### src/rtl/lsu_pkg.sv
// Shared types and helpers for the load/store unit.
// Holds the access-size, FSM-state and fault-cause encodings (the size and
// cause encodings are also used by main_decoder), plus small combinational
// helpers for alignment checking, byte-lane enables and store replication.
package lsu_pkg;

  typedef enum logic [1:0] {
    SIZE_B = 2'b00,
    SIZE_H = 2'b01,
    SIZE_W = 2'b10
  } mem_size_t;

  typedef enum logic [1:0] {
    IDLE = 2'b00,
    REQ  = 2'b01,
    RESP = 2'b10,
    DONE = 2'b11
  } lsu_state_t;

  typedef enum logic [1:0] {
    FC_NONE     = 2'b00,
    FC_MISALIGN = 2'b01,
    FC_BUS      = 2'b10,
    FC_TIMEOUT  = 2'b11
  } fault_cause_t;

  // Size 2'b11 has no legal meaning, so it is reported like a misalignment.
  function automatic logic is_misaligned(input logic [1:0] size, input logic [1:0] lo);
    case (size)
      SIZE_B:  return 1'b0;
      SIZE_H:  return lo[0];
      SIZE_W:  return lo != 2'b00;
      default: return 1'b1;
    endcase
  endfunction

  function automatic logic [3:0] lane_enables(input logic [1:0] size, input logic [1:0] lo);
    case (size)
      SIZE_B:  return 4'b0001 << lo;
      SIZE_H:  return 4'b0011 << {lo[1], 1'b0};
      SIZE_W:  return 4'b1111;
      default: return 4'b0000;
    endcase
  endfunction

  // Replicating the store data lets the memory pick any lane without a shifter.
  function automatic logic [31:0] replicate_store(input logic [1:0] size, input logic [31:0] data);
    case (size)
      SIZE_B:  return {4{data[7:0]}};
      SIZE_H:  return {2{data[15:0]}};
      default: return data;
    endcase
  endfunction

endpackage

### src/rtl/load_align.sv
// Load result alignment: selects the addressed byte/half lane of a bus read
// word and sign- or zero-extends it to 32 bits. Word loads pass through.
// Ports: rdata (bus read word), addr_lo (Addr[1:0]), size (MemSize),
//        sign (MemSign), result (extended 32-bit load value).
module load_align
  import lsu_pkg::*;
(
  input  logic [31:0] rdata,
  input  logic [1:0]  addr_lo,
  input  logic [1:0]  size,
  input  logic        sign,
  output logic [31:0] result
);

  logic [7:0]  byte_sel;
  logic [15:0] half_sel;

  always_comb begin
    case (addr_lo)
      2'd0:    byte_sel = rdata[7:0];
      2'd1:    byte_sel = rdata[15:8];
      2'd2:    byte_sel = rdata[23:16];
      default: byte_sel = rdata[31:24];
    endcase
    half_sel = addr_lo[1] ? rdata[31:16] : rdata[15:0];

    case (size)
      SIZE_B:  result = {{24{sign & byte_sel[7]}}, byte_sel};
      SIZE_H:  result = {{16{sign & half_sel[15]}}, half_sel};
      SIZE_W:  result = rdata;
      default: result = 32'h0;
    endcase
  end

endmodule

### src/rtl/load_store_unit.sv
// Sequential data-memory access unit. Turns one decoded load/store into a
// single-word req/gnt/rvalid bus transaction with byte enables, stalls the
// core while the access is in flight and returns an aligned, extended load
// result with a one-cycle Done pulse (or a fault: misaligned/illegal, bus
// error, timeout).
// Ports: clk, rst (sync, active high); decoder controls MemRead, MemWrite,
//        MemSize, MemSign; Addr, WriteData from execute; Stall, Done,
//        ReadData, Fault, FaultCause to the core; bus_* to data memory.
module load_store_unit
  import lsu_pkg::*;
#(
  parameter int TIMEOUT = 255
) (
  input  logic        clk,
  input  logic        rst,
  input  logic        MemRead,
  input  logic        MemWrite,
  input  logic [1:0]  MemSize,
  input  logic        MemSign,
  input  logic [31:0] Addr,
  input  logic [31:0] WriteData,
  output logic        Stall,
  output logic        Done,
  output logic [31:0] ReadData,
  output logic        Fault,
  output logic [1:0]  FaultCause,
  output logic        bus_req,
  output logic        bus_we,
  output logic [31:0] bus_addr,
  output logic [3:0]  bus_be,
  output logic [31:0] bus_wdata,
  input  logic        bus_gnt,
  input  logic        bus_rvalid,
  input  logic [31:0] bus_rdata,
  input  logic        bus_err
);

  localparam int CW = $clog2(TIMEOUT) + 1;
  localparam logic [CW-1:0] CNT_LAST = CW'(TIMEOUT - 1);

  lsu_state_t   state, state_next;
  logic [CW-1:0] cnt;
  logic [31:0]  addr_reg, wdata_reg, result_reg;
  logic [1:0]   size_reg;
  logic         we_reg, sign_reg, fault_reg;
  fault_cause_t cause_reg;
  logic [31:0]  load_value;
  logic         req_in, bad_req, timed_out;

  assign req_in    = MemRead | MemWrite;
  assign bad_req   = is_misaligned(MemSize, Addr[1:0]) | (MemRead & MemWrite);
  assign timed_out = (cnt == CNT_LAST);

  load_align u_align (
    .rdata   (bus_rdata),
    .addr_lo (addr_reg[1:0]),
    .size    (size_reg),
    .sign    (sign_reg),
    .result  (load_value)
  );

  // State register
  always_ff @(posedge clk) begin
    if (rst) state <= IDLE;
    else     state <= state_next;
  end

  // Next-state logic. In REQ the timeout wins over a late grant so the
  // access can never outlive the budget; in RESP a response wins.
  always_comb begin
    state_next = state;
    case (state)
      IDLE: if (req_in) state_next = bad_req ? DONE : REQ;
      REQ:  if (timed_out) state_next = DONE;
            else if (bus_gnt) state_next = RESP;
      RESP: if (bus_rvalid || timed_out) state_next = DONE;
      DONE: state_next = IDLE;
      default: state_next = IDLE;
    endcase
  end

  // Captured request, timeout counter and completion status
  always_ff @(posedge clk) begin
    if (rst) begin
      cnt        <= '0;
      addr_reg   <= '0;
      wdata_reg  <= '0;
      size_reg   <= '0;
      we_reg     <= 1'b0;
      sign_reg   <= 1'b0;
      result_reg <= '0;
      fault_reg  <= 1'b0;
      cause_reg  <= FC_NONE;
    end else begin
      case (state)
        IDLE: if (req_in) begin
          addr_reg   <= Addr;
          wdata_reg  <= WriteData;
          size_reg   <= MemSize;
          we_reg     <= MemWrite;
          sign_reg   <= MemSign;
          cnt        <= '0;
          result_reg <= '0;
          fault_reg  <= bad_req;
          cause_reg  <= bad_req ? FC_MISALIGN : FC_NONE;
        end
        REQ: begin
          cnt <= cnt + 1'b1;
          if (timed_out) begin
            fault_reg <= 1'b1;
            cause_reg <= FC_TIMEOUT;
          end
        end
        RESP: begin
          cnt <= cnt + 1'b1;
          if (bus_rvalid) begin
            if (bus_err) begin
              fault_reg <= 1'b1;
              cause_reg <= FC_BUS;
            end else if (!we_reg) begin
              result_reg <= load_value;
            end
          end else if (timed_out) begin
            fault_reg <= 1'b1;
            cause_reg <= FC_TIMEOUT;
          end
        end
        default: ;
      endcase
    end
  end

  // Outputs: bus fields only while requesting, results only while Done
  always_comb begin
    Stall      = 1'b0;
    Done       = 1'b0;
    ReadData   = '0;
    Fault      = 1'b0;
    FaultCause = FC_NONE;
    bus_req    = 1'b0;
    bus_we     = 1'b0;
    bus_addr   = '0;
    bus_be     = '0;
    bus_wdata  = '0;
    case (state)
      IDLE: Stall = req_in;
      REQ: begin
        Stall     = 1'b1;
        bus_req   = 1'b1;
        bus_we    = we_reg;
        bus_addr  = {addr_reg[31:2], 2'b00};
        bus_be    = lane_enables(size_reg, addr_reg[1:0]);
        bus_wdata = replicate_store(size_reg, wdata_reg);
      end
      RESP: Stall = 1'b1;
      DONE: begin
        Done       = 1'b1;
        ReadData   = result_reg;
        Fault      = fault_reg;
        FaultCause = cause_reg;
      end
      default: ;
    endcase
  end

endmodule

### config.mk
export PLATFORM = sky130hd
export DESIGN_NAME = load_store_unit
export DESIGN_NICKNAME = d
export VERILOG_FILES = /design/src/rtl/lsu_pkg.sv /design/src/rtl/load_align.sv /design/src/rtl/load_store_unit.sv
export SDC_FILE = /design/constraint.sdc
export NUM_CORES = 1
export LEC_CHECK = 0
export CORE_MARGIN = 2
export CORE_UTILIZATION = 45
export DETAILED_ROUTE_END_ITERATION = 8
export MAX_ROUTING_LAYER = met4
export PLACE_DENSITY_LB_ADDON = 0.1
export SLEW_MARGIN = 20
export SYNTH_ARGS = -nofsm -noshare
export SYNTH_HDL_FRONTEND = slang
export SYNTH_SLANG_ARGS = --single-unit
### constraint.sdc
create_clock -name clk -period 2.35 [get_ports clk]
set_input_delay 0.5875 -clock clk [delete_from_list [all_inputs] [get_ports clk]]
set_output_delay 0.5875 -clock clk [all_outputs]
set_load 0.01 [all_outputs]
Yosys cells after proc, flatten, opt, wreduce, memory -nomap -nowiden. Cells that the tools add are included.

Register bits: 114. Output and inout port bits: 107. Logic and storage cells: 90.

$add $sub $neg: 1. Eq/ne operators: 17. Shift operators: 2. Multiplexer cells: 40. Bitwise operators: 5. Reductions and logical operators: 15.

Operators by type and width (number): $mux W32 (7); $pmux W32 S2 (2); $pmux W32 S3 (1); $pmux W8 S3 (1); $mux W2 (10); $pmux W9 S2 (1); $mux W16 (1); $pmux W4 S3 (1); $eq A2 B2 Y1 const B (5); $ne A2 B2 Y1 const B (5); $add A9 B1 Y9 const B (1); $eq A9 B8 Y1 const B (1); $mux W1 (9); $mux W9 (1); $eq A2 B1 Y1 const B (4); $logic_not A2 Y1 (4); $pmux W2 S4 (1); $ne A3 B3 Y1 const B (2); $pmux W1 S3 (2); $pmux W2 S3 (1); $reduce_and A3 Y1 (2); $reduce_bool A2 Y1 (3); $reduce_and A5 Y1 (1); $mux W4 (1); 9 further kinds (13).

Logic depth before layout (Yosys ltp).
Depth in word-level cells: 8. Depth in mapped cells: 8. Depth with buffers taken out: 7.

Modules after synthesis. A second synthesis with hierarchy kept.

Cells, all modules: 818. Area, all modules: 6283.5 µm².

Modules (own cells, without submodules): load_store_unit (times used 1, cells each 723, area each 5565.3 µm², seq. area each 2282.2 µm²); load_align (times used 1, cells each 95, area each 718.2 µm², seq. area each 0.0 µm²).

Worst setup path before layout. Ideal clock, no wire load.

Kind: register to output. From: register state[0]. To: output Stall. Arrival: 1.491 ns. Setup slack: 0.272 ns. Stages on the path, launching flop included: 7. Cells stage by stage: dfxtp_1 > inv_1 > ha_1 > o21ai_1 > clkbuf_1 > buf_2 > a21oi_1.

Word-level cells in the longest chain between the ends: 3.

Ends and longest elaborated chain: start, declared (line load_store_unit.sv:41) `lsu_state_t state, state_next;`; start signal, assigned (line load_store_unit.sv:65) `else state <= state_next;`; $eq A2 B1 Y1 / $eq A2 B2 Y1 (equally long branches) (line load_store_unit.sv:145) `case (state)`; $reduce_or A2 Y1 (no source line); $pmux W1 S2 * (line load_store_unit.sv:145); end, declared (line load_store_unit.sv:22) `output logic Stall,`.

Every way passes the cells marked *; elsewhere a longest branch is shown, timed or not.

Final worst setup path.
From: register size_reg[0]. To: output bus_wdata[28].

Word-level cells in the longest chain between the ends: 3.

Ends and longest elaborated chain: start, declared (line load_store_unit.sv:44) `logic [1:0] size_reg;`; start signal, assigned (line load_store_unit.sv:99) `size_reg <= MemSize;`; $eq A2 B1 Y1 / $logic_not A2 Y1 (equally long branches) (line lsu_pkg.sv:48) `case (size)`; $pmux W32 S2 * (line lsu_pkg.sv:48); $mux W32 * (line load_store_unit.sv:145); end, declared (line load_store_unit.sv:31) `output logic [31:0] bus_wdata,`.

Marks and branches as above.

==> run_results.csv <==
group,metric,value,unit
finish,layout.cells.non_filler,1146,
timing,final-max-slew-violation-count,0,
place,place_ws,-0.259,ns
grt,grt_max_degree,69,
status,outcome,"complete, no violations",
power_and_ir_drop,power.density,1000,nW/µm²
synth,syn_avg_cell_area,7.65,µm²
timing,finalHoldViolations,0,
grt,overflow,0,
worst_setup_path,crit_family,"buffers and inverters",
power_and_ir_drop,p_leak,3.72,nW
worst_setup_path,crit_type,"reg -> out",
timing,setup_viol_count_final,0,
grt,antenna_found_initial,1,
min_path,min_path_type,"reg -> reg",
routing,drc,0,
routing,via_per_inst,5.26,
clock_tree,insertion_delay,0.41,ns
worst_setup_path,slowest_stage,"dfxtp_4",
grt,grt_pass1_wl,28.3,mm
timing,finalCritPeriodShare,97.1,%
grt,grt_pass1_vias,5883,
routing,wl_per_cell,15.8,µm
worst_setup_path,cp-end-kind,"primary output",
timing,max_freq,438,MHz
routing,num_vias,6028,
synth,synthesis.area,5770,µm²
worst_setup_path,cpMostUsedCell,"nor2_1",
synth,ys_warn_count,0,
grt,grtUsageTotal,27.2,%
timing,skew,0.00968,ns
floorplanning,fp.coreArea,12600,µm²
timing,layout_setup_ws,0.0674,ns
worst_setup_path,rrSetupSlack,0.34,ns
synth,synthTopCellsByArea,"dfxtp_1 40%, nand2_1 12%, a21oi_1 9.9%",
worst_setup_path,path_max_fanout,8,
clock_tree,root_buffer,"clkbuf_16",
clock_tree,htreeDepth,4,
routing,drt-total-wl,18.1,mm
timing,rsz0062_at_grt,"yes",
worst_setup_path,required,1.76,ns
finish,layout_commonest_cell,"nand2_1",
floorplanning,pin_count,213,
timing,worstMarginPinSlew,0.721,ns
worst_setup_path,crit_arrival,1.70,ns
timing,fin_crit,2.28,ns
worst_setup_path,rr_endpoint,"result_reg[2]",
place,dp_hpwl,12.5,mm
floorplanning,fp.dieW,117,µm
finish,num-nets-final,1072,
job,maxCapViolCount,0,
clock_tree,cts.clk_slew.worst_paths,0.05,ns
worst_setup_path,cp-endpoint,"bus_wdata[28]",
worst_setup_path,reg2reg_depth,7,
finish,layout-drive-gt1-share,13.2,%
place,portBuffers,210,
worst_setup_path,slowest_delay,0.38,ns
finish,n_fill_cell,1058,
worst_setup_path,critical_path_buf_inv_count,2,
floorplanning,num_rows,41,
routing,detail-route-antenna-nets,0,
synth,synth_largest_area_cell,"dfxtp_1",
clock_tree,clock_sinks,114,
finish,mostFrequentLayoutCells,"179 x nand2_1, 112 x a21oi_1, 110 x dfxtp_1, 105 x clkdlybuf4s50_1, 79 x dlygate4sd2_1",
worst_setup_path,cp_cell_sequence,"buf_12 > mux2i_2 > nor2_1 > a21oi_1 > nor2_1 > dlygate4sd2_1",
timing,max_slew_margin,51.9,%
place,routabilityCongestion,0.893,
synth,yosys.area.top_type_share,39.6,%
synth,synth-seq-cells,114,
finish,syn2layout_area_growth,52.6,%
worst_setup_path,cp-startpoint,"size_reg[0]",
worst_setup_path,startpoint_type,"register",
routing,drt_pass1_iterations,5,
place,dp.cells,1107,
floorplanning,die_area,13700,µm²
synth,ys_seq_area_share,39.6,%
clock_tree,cts_buffer_depth,2,
finish,final_core_util,70.0,%
worst_setup_path,r2r-start,"state[0]",
routing,drtIter0Drc,350,
clock_tree,cts_tree,"built",
floorplanning,initial_utilization,45.9,%
floorplanning,die_height,117,µm
power_and_ir_drop,ir_drop,0.640,mV
clock_tree,cts_buffers,17,
worst_setup_path,path_depth,6,
synth,yosysUniqueCellTypes,45,
timing,fin_setup_tns,0,ns
synth,syn_inst,754,
==> cell families (layout without fill, tap and decap cells) <==
group / Yosys count / in the layout / synth area share, %
other: 1 / 4 / 0.0650
buffers and inverters: 67 / 284 / 5.06
flip-flops: 114 / 114 / 39.6
adder cells (fa/ha/maj): 7 / 7 / 1.52
AO/OA/AOI/OAI: 194 / 194 / 20.3
XOR/XNOR: 8 / 8 / 1.22
AND/OR/NAND/NOR: 329 / 329 / 26.1
multiplexers: 34 / 34 / 6.16
==> repair_timing <==
item | 4_1_cts | 5_1_grt
cloned | 1 | 1
hold buffers | 0 | 0
pin swaps | 0 | 0
gates resized for setup | 144 | 32
buffers inserted | 2 | 1
setup endpoints to repair | 105 | 24
==> final cells by class <==
class	count	area [µm²]	share of cell area [%]
tap	172	215	2.44
multi-input combinational	574	3280	37.2
antenna	2	5.00	0.0569
clock inverter	13	208	2.36
clock buffer	19	453	5.15
inverter	10	42.5	0.483
timing repair buffer	242	2300	26.2
sequential	114	2300	26.1
==> tightest hold or removal path, delay by kind of cell (launching register included) <==
family | cells | cell delay [ns]
AO/OA/AOI/OAI | 1 | 0.05
flip-flops | 1 | 0.30
AND/OR/NAND/NOR | 1 | 0.04
==> power breakdown <==
group          internal [mW]  total, mW  leakage, nW  switching [mW]
combinational           1.43       3.40         2.47            1.96
clock                   1.93       2.85        0.311           0.916
sequential              2.28       2.56        0.934           0.274
total                   5.65       8.80         3.72            3.15
==> worst min path at each step <==
stage	start	endpoint	cells after the start
3_5_place_dp	result_reg[21]	result_reg[21]	2
4_1_cts	result_reg[21]	result_reg[21]	2
3_3_place_gp	result_reg[17]	result_reg[17]	2
6_report	result_reg[21]	result_reg[21]	2
5_1_grt	result_reg[27]	result_reg[27]	2
2_1_floorplan	result_reg[16]	result_reg[16]	2
==> per-layer routing <==
metal / GRT usage [%] / up-vias / share of wire (%)
met1: 32.1 / 2841 / 41
met4: 11.1 / 0 / 1.9
met5: - / - / 0
met2: 44.3 / 216 / 50
li1: - / 2942 / -
met3: 7.11 / 29 / 7.1
==> cells in the mapped netlist <==
library cell	n
a2111o_1	1
a2111oi_4	2
a21o_1	2
a21oi_1	114
a21oi_2	3
a221oi_1	8
a22o_1	8
a22oi_1	8
a2bb2oi_1	1
and2_1	75
and3_1	1
and4_1	1
buf_1	6
buf_2	14
buf_4	2
buf_6	2
clkbuf_1	33
conb_1	1
dfxtp_1	114
ha_1	7
inv_1	9
inv_2	1
mux2_2	9
mux2i_1	24
mux2i_2	1
nand2_1	179
nand2b_1	4
nand3_1	3
nand3b_1	1
nand4_1	3
nor2_1	46
nor2_2	2
nor2b_1	4
nor3_1	4
nor3b_1	1
nor3b_4	1
nor4_1	1
o21ai_0	10
o21ai_1	18
o21ai_2	10
o22ai_1	9
or2_1	2
or4_1	1
xnor2_1	1
xor2_1	7
==> metrics by stage <==
stage | total power, mW | cell area (µm²) | hold slack [ns]
6_report | 8.80 | 8800 | 0.440
5_1_grt | 9.29 | 8800 | 0.459
4_1_cts | 8.79 | 8820 | 0.444
3_5_place_dp | 5.86 | 8140 | 0.438
3_3_place_gp | 5.77 | 8140 | 0.432
2_1_floorplan | 4.52 | 5770 | 0.421
(Power assumes the default switching activity.)
